`config.mk`:
```
export PLATFORM = sky130hd
export DESIGN_NAME = control_booth
export DESIGN_NICKNAME = d
export VERILOG_FILES = /design/src/rtl/control_booth.sv
export SDC_FILE = /design/constraint.sdc
export NUM_CORES = 1
export LEC_CHECK = 0
export CORE_AREA = 2 2 48 50
export DETAILED_ROUTE_END_ITERATION = 10
export DIE_AREA = 0 0 50 52
export HOLD_SLACK_MARGIN = 0.06
export RECOVER_POWER = 50
export SLEW_MARGIN = 20
export SYNTH_ARGS = -nofsm -noshare
export SYNTH_HDL_FRONTEND = slang
export SYNTH_SLANG_ARGS = --single-unit
```
`constraint.sdc`:
```
create_clock -name clk -period 2.5 [get_ports clk]
set_input_delay 0.5 -clock clk [delete_from_list [all_inputs] [get_ports clk]]
set_output_delay 0.5 -clock clk [all_outputs]
set_load 0.02 [all_outputs]
```
`src/rtl/control_booth.sv`:
```
// Sequencing FSM for the 3-bit radix-2 Booth multiplier datapath.
// Define BOOTH_SKIP_EN to bypass OPERA when the Booth pair is 00 or 11.
module control_booth #(
  parameter int unsigned N_ITER = 3
) (
  input  logic       clk,
  input  logic       reset,
  input  logic       inicio,
  input  logic [1:0] q,
  output logic       start,
  output logic       cargaA,
  output logic       cargaQ,
  output logic       cargaM,
  output logic       suma,
  output logic       desplazaAQ,
  output logic       ocupado,
  output logic       fin
);

  localparam int unsigned CntW = $clog2(N_ITER + 1);
  localparam logic [CntW-1:0] LastIter = CntW'(N_ITER - 1);

  typedef enum logic [2:0] {
    StIdle,
    StCarga,
    StEval,
    StOpera,
    StDesplaza,
    StFin
  } state_e;

  state_e          state_q, state_d;
  logic [CntW-1:0] cnt_q, cnt_d;
  logic [1:0]      qreg_q, qreg_d;
  logic            skip;

`ifdef BOOTH_SKIP_EN
  assign skip = (q == 2'b00) || (q == 2'b11);
`else
  assign skip = 1'b0;
`endif

  always_comb begin
    state_d = state_q;
    cnt_d   = cnt_q;
    qreg_d  = qreg_q;
    case (state_q)
      StIdle: begin
        if (inicio) state_d = StCarga;
      end
      StCarga: begin
        cnt_d   = '0;
        state_d = StEval;
      end
      StEval: begin
        qreg_d  = q;
        state_d = skip ? StDesplaza : StOpera;
      end
      StOpera: begin
        state_d = StDesplaza;
      end
      StDesplaza: begin
        cnt_d   = cnt_q + 1'b1;
        state_d = (cnt_q == LastIter) ? StFin : StEval;
      end
      StFin: begin
        state_d = StIdle;
      end
      default: begin
        state_d = StIdle;
      end
    endcase
  end

  // Outputs are registered from the next state, so they line up with state_q (Moore timing).
  always_ff @(posedge clk) begin
    if (reset) begin
      state_q    <= StIdle;
      cnt_q      <= '0;
      qreg_q     <= 2'b00;
      start      <= 1'b0;
      cargaA     <= 1'b0;
      cargaQ     <= 1'b0;
      cargaM     <= 1'b0;
      suma       <= 1'b0;
      desplazaAQ <= 1'b0;
      ocupado    <= 1'b0;
      fin        <= 1'b0;
    end else begin
      state_q    <= state_d;
      cnt_q      <= cnt_d;
      qreg_q     <= qreg_d;
      start      <= (state_d == StCarga);
      cargaQ     <= (state_d == StCarga);
      cargaM     <= (state_d == StCarga);
      cargaA     <= (state_d == StOpera) && (qreg_d == 2'b01 || qreg_d == 2'b10);
      suma       <= (state_d == StOpera) && (qreg_d == 2'b01);
      desplazaAQ <= (state_d == StDesplaza);
      ocupado    <= (state_d != StIdle);
      fin        <= (state_d == StFin);
    end
  end

endmodule

```
# Word level (Yosys, flattened, before mapping)
# Index checks and enable logic that the tools add are counted.
word_totals:
  elab_cells: 32
  input_bits: 5
  rom_bits: 0
  out_inout_bits: 8
  latch_bits: 0
  n_memories: 0
  mem_bits_rw: 0
  ff_bits: 13
classes:
  n_bitwise: 0
  eq_ne: 11
  order_cmp: 0
  mul: 0
  div_mod_pow: 0
  shifts: 0
  reduce_logical: 6
  muxes: 5
  addsub: 1
op_table:
  columns: ["op", "n"]
  rows:
  - ["one-hot mux 3 bit (5 select lines)", 1]
  - ["equality test 3 x 2 -> 1 bit, second input constant", 3]
  - ["equality test 3 bit, second input constant", 3]
  - ["equality test 3 x 1 -> 1 bit, second input constant", 2]
  - ["2-to-1 mux 3 bit", 2]
  - ["equality test 2 bit, second input constant", 2]
  - ["one-hot mux 2 bit (2 select lines)", 1]
  - ["logical NOT 3 bit", 1]
  - ["nonzero test 3 bit", 1]
  - ["adder 2 x 1 -> 2 bit, second input constant", 1]
  - ["equality test 2 x 1 -> 1 bit, second input constant", 1]
  - ["logical AND 1 bit", 2]
  - ["2-to-1 mux 2 bit", 1]
  - ["nonzero test 2 bit", 1]
  - ["logical OR 1 bit", 1]

# Longest topological paths before layout
depth:
  ltp_word: 5
  mapped_depth: 5
  mapped_depth_nobuf: 5

# Least setup slack after synthesis
# No wires, ideal clock.
synth_timing:
  kind: "register to register"
  from: "register state_q[0]"
  to: "register cargaA"
  t_required_ns: 2.383
  setup_slack_ns: 0.961
  arrival_time_ns: 1.422
  stages_incl_launch_ff: 5
  cell_sequence: "dfxtp_1 > nor3b_2 > mux2_1 > ha_1 > and4bb_2"
synth_via:
  elab_chain_cells: 5
synth_lines:
  columns: ["item", "line_no", "text"]
  rows:
  - ["from (decl)", "32", "state_e state_q, state_d;"]
  - ["from (signal assigned)", "78", "state_q <= StIdle;"]
  - ["from (signal assigned)", "90", "state_q <= state_d;"]
  - ["equality test 3 x 2 -> 1 bit *", "47", "case (state_q)"]
  - ["2-to-1 mux 2 bit *", "47", null]
  - ["net qreg_d[0]", "34", "logic [1:0] qreg_q, qreg_d;"]
  - ["equality test 2 x 1 -> 1 bit or equality test 2 bit (tied branches)", "96", "cargaA <= (state_d == StOpera) && (qreg_d == 2'b01 || qreg_d == 2'b10);"]
  - ["logical OR 1 bit *", "96", null]
  - ["logical AND 1 bit *", "96", null]
  - ["to (signal assigned)", "96", null]
  - ["to (decl)", "11", "output logic cargaA,"]
# Mark *: on every way through the listed nets, which the timed path passes. The rest lies on a longest branch.
# A chain may end at the register's enable or synchronous reset.

# Final worst setup path
layout_timing:
  from: "register state_q[1]"
  to: "register cargaA"
# The elaborated chain is that of the path after synthesis.

==> impl_metrics.csv <==
group,metric,value,unit
floorplanning,die_height,52,µm
synth,postSynth.asyncResetShare,0,%
clock_network,ctsRootBufferMaster,"clkbuf_4",
floorplanning,floorplan.initialDensity,26.9,%
drt,routed_via_density,4.45,
timing,fin_tns_setup,0,ns
timing,period_minus_slack,1.92,ns
critical_path,endpoint_kind,"flip-flop",
drt,drt_first_iter_violations,3,
timing,setup_viol_count_final,0,
floorplanning,rows,17,
clock_network,worst_skew_pair.late_latency,0.27,ns
clock_network,cts_hold_repair.buffers,0,
synth,postSynthCellCount,58,
clock_network,number_of_clock_buffers_inserted_by_tritoncts,3,
clock_network,clk_path_buf_depth,2,
critical_path,type_of_origin_of_the_critical_path,"flip-flop",
floorplanning,dieArea,0.00260,mm²
timing,fmaxAchievable,0.521,GHz
critical_path,cp.required,2.67,ns
critical_path,criticalPathCategory,"flip-flop to flip-flop",
cells_and_area,final_cell_mix,"dfxtp_1, clkdlybuf4s50_1, nor2_1",
synth,yosys_most_used_dff,"dfxtp_1",
power,ir_worst_vdd,0.207,mV
clock_network,cts_setup_buffers,0,
placed_design,finalWeightedCongestion,0.754,
synth,avgSynthCellArea,9.77,µm²
timing,finClkSkew,0.00509,ns
cells_and_area,mostFrequentLayoutCell,"dfxtp_1",
cells_and_area,finalNetCount,76,
drt,drt_first_pass_iters,2,
drt,postRouteAntennaNets,0,
timing,grt_setup_unrepaired,"no",
synth,yosys_register_bits,13,
power,post-layout-total-power,407,µW
drt,vias,427,
drt,routed_wire_length_per_instance,9.56,µm
min_path,min-delay-path-class,"flip-flop to flip-flop",
timing,min_period_over_period,76.8,%
synth,number_of_enable_type_register_cells_in_the_synthesized_netlist,0,
clock_network,clkSinkCount,13,
clock_network,htreeDepth,1,
grt,gr-total-overflow,0,
drt,number_of_remaining_drc_errors,0,
synth,synth.distinct_cells,30,
status,status,"finished clean",
timing,report.final.hold_viol_count,0,
clock_network,tritoncts,"built",
grt,global_route_wire_length_before_repair,1.68,mm
cells_and_area,antennaDiodeCount,0,
placed_design,placement.io_buffers,12,
drt,totalWireLength,918,µm
clock_network,worst_setup_hold_path_clk_slew,0.08,ns
power,powerDensity,586,mW/mm²
synth,synth-warning-count,0,
power,p_leak,0.000262,µW
critical_path,worst_path_fanout_max,11,
synth,netlist_area,567,µm²
grt,grt.total_usage,8.70,%
timing,worstMarginPinSlew,0.435,ns
grt,first_global_vias,403,
floorplanning,ioPinCount,13,
cells_and_area,area.growth.synth_to_final,22.7,%
synth,syn_nets,65,
clock_network,resized_gates_after_cts,0,
run,max_cap_viol_count,0,
synth,sequential_area_share_after_synthesis,45.9,%
critical_path,worst-endpoint-arrival,2.09,ns
grt,number_of_antenna_violations_at_the_first_check_in_global_routing,0,
placed_design,dp_hpwl,684,µm
timing,finalMaxSlewViolations,0,
grt,pin_count_of_the_biggest_net_entering_global_routing,16,
floorplanning,chipWidth,50,µm
cells_and_area,post_route_cells_drive_above_1_share,7.35,%
floorplanning,design.core.area,0.00211,mm²
timing,slew_headroom,70.9,%
path summary, 6_finish.rpt:
path | start | to | slack (ns) | cells after the start
setup reg to reg | state_q[1]$_SDFF_PP0_ | cargaA$_SDFF_PP0_ | 0.58 | 4
setup / recovery | state_q[1]$_SDFF_PP0_ | cargaA$_SDFF_PP0_ | 0.58 | 4
hold reg to reg | cnt_q[1]$_SDFFE_PP0P_ | cnt_q[1]$_SDFFE_PP0P_ | 0.49 | 2
hold / removal | cnt_q[1]$_SDFFE_PP0P_ | cnt_q[1]$_SDFFE_PP0P_ | 0.49 | 2
layer usage:
metal / global-route usage, % / share of wire (%)
met2: 12.9 / 43
met1: 10.2 / 50
met3: 2.87 / 3.9
met5: 0 / 0
met4: 6.94 / 2.1
layout make-up:
| class | instances | area, µm² |
|---|---|---|
| multi-input cells | 38 | 250 |
| flip-flops and latches | 13 | 260 |
| repair buffers | 12 | 120 |
| clock buffers | 4 | 26.3 |
| well taps | 28 | 35.0 |
| inverters | 1 | 3.75 |
| fillers | 214 | 1410 |
cells in the mapped netlist (2+ instances only):
library cell	number	area share [%]
nand2_1	2	1.3
a21oi_1	4	3.5
and3_1	2	2.2
buf_4	2	2.6
dfxtp_1	13	46
nor2_1	9	6.0
buf_2	2	1.8
ha_1	2	4.4
state kept, by name, indices dropped and copies added (netlist names):
register    cells
state_q         3
cnt_q           2
qreg_q          2
cargaA          1
cargaM          1
desplazaAQ      1
fin             1
ocupado         1
suma            1
worst max-delay path: stages (launching register included):
cell      delay, ns
dfxtp_1        0.50
nor3b_1        0.44
mux2_1         0.39
ha_1           0.28
and4bb_2       0.22
logic make-up after synthesis:
| family | synth area share (%) |
|---|---|
| simple gates | 27.6 |
| flops | 45.9 |
| compound gates | 10.6 |
| buf+inv | 7.72 |
| mux | 3.75 |
| fa+ha+maj | 4.41 |
report_power, final:
group          leakage [µW]  internal (µW)  switching [µW]  total [µW]
clock network     0.0000150           61.6            63.1         125
logic              0.000141           29.7            25.4        55.2
registers          0.000106            216            11.7         228
through the flow:
step	cells	hold WS (ns)	setup slack (ns)	instance area, µm²	util (%)
2_1_floorplan	58	0.453	0.961	567	-
3_3_place_gp	92	0.466	0.689	682	32.4
3_5_place_dp	92	0.479	0.653	682	32.4
4_1_cts	96	0.490	0.638	708	33.6
5_1_grt	96	0.521	0.415	696	33.0
6_report	96	0.486	0.580	696	33.0
(Power assumes the default switching activity.)
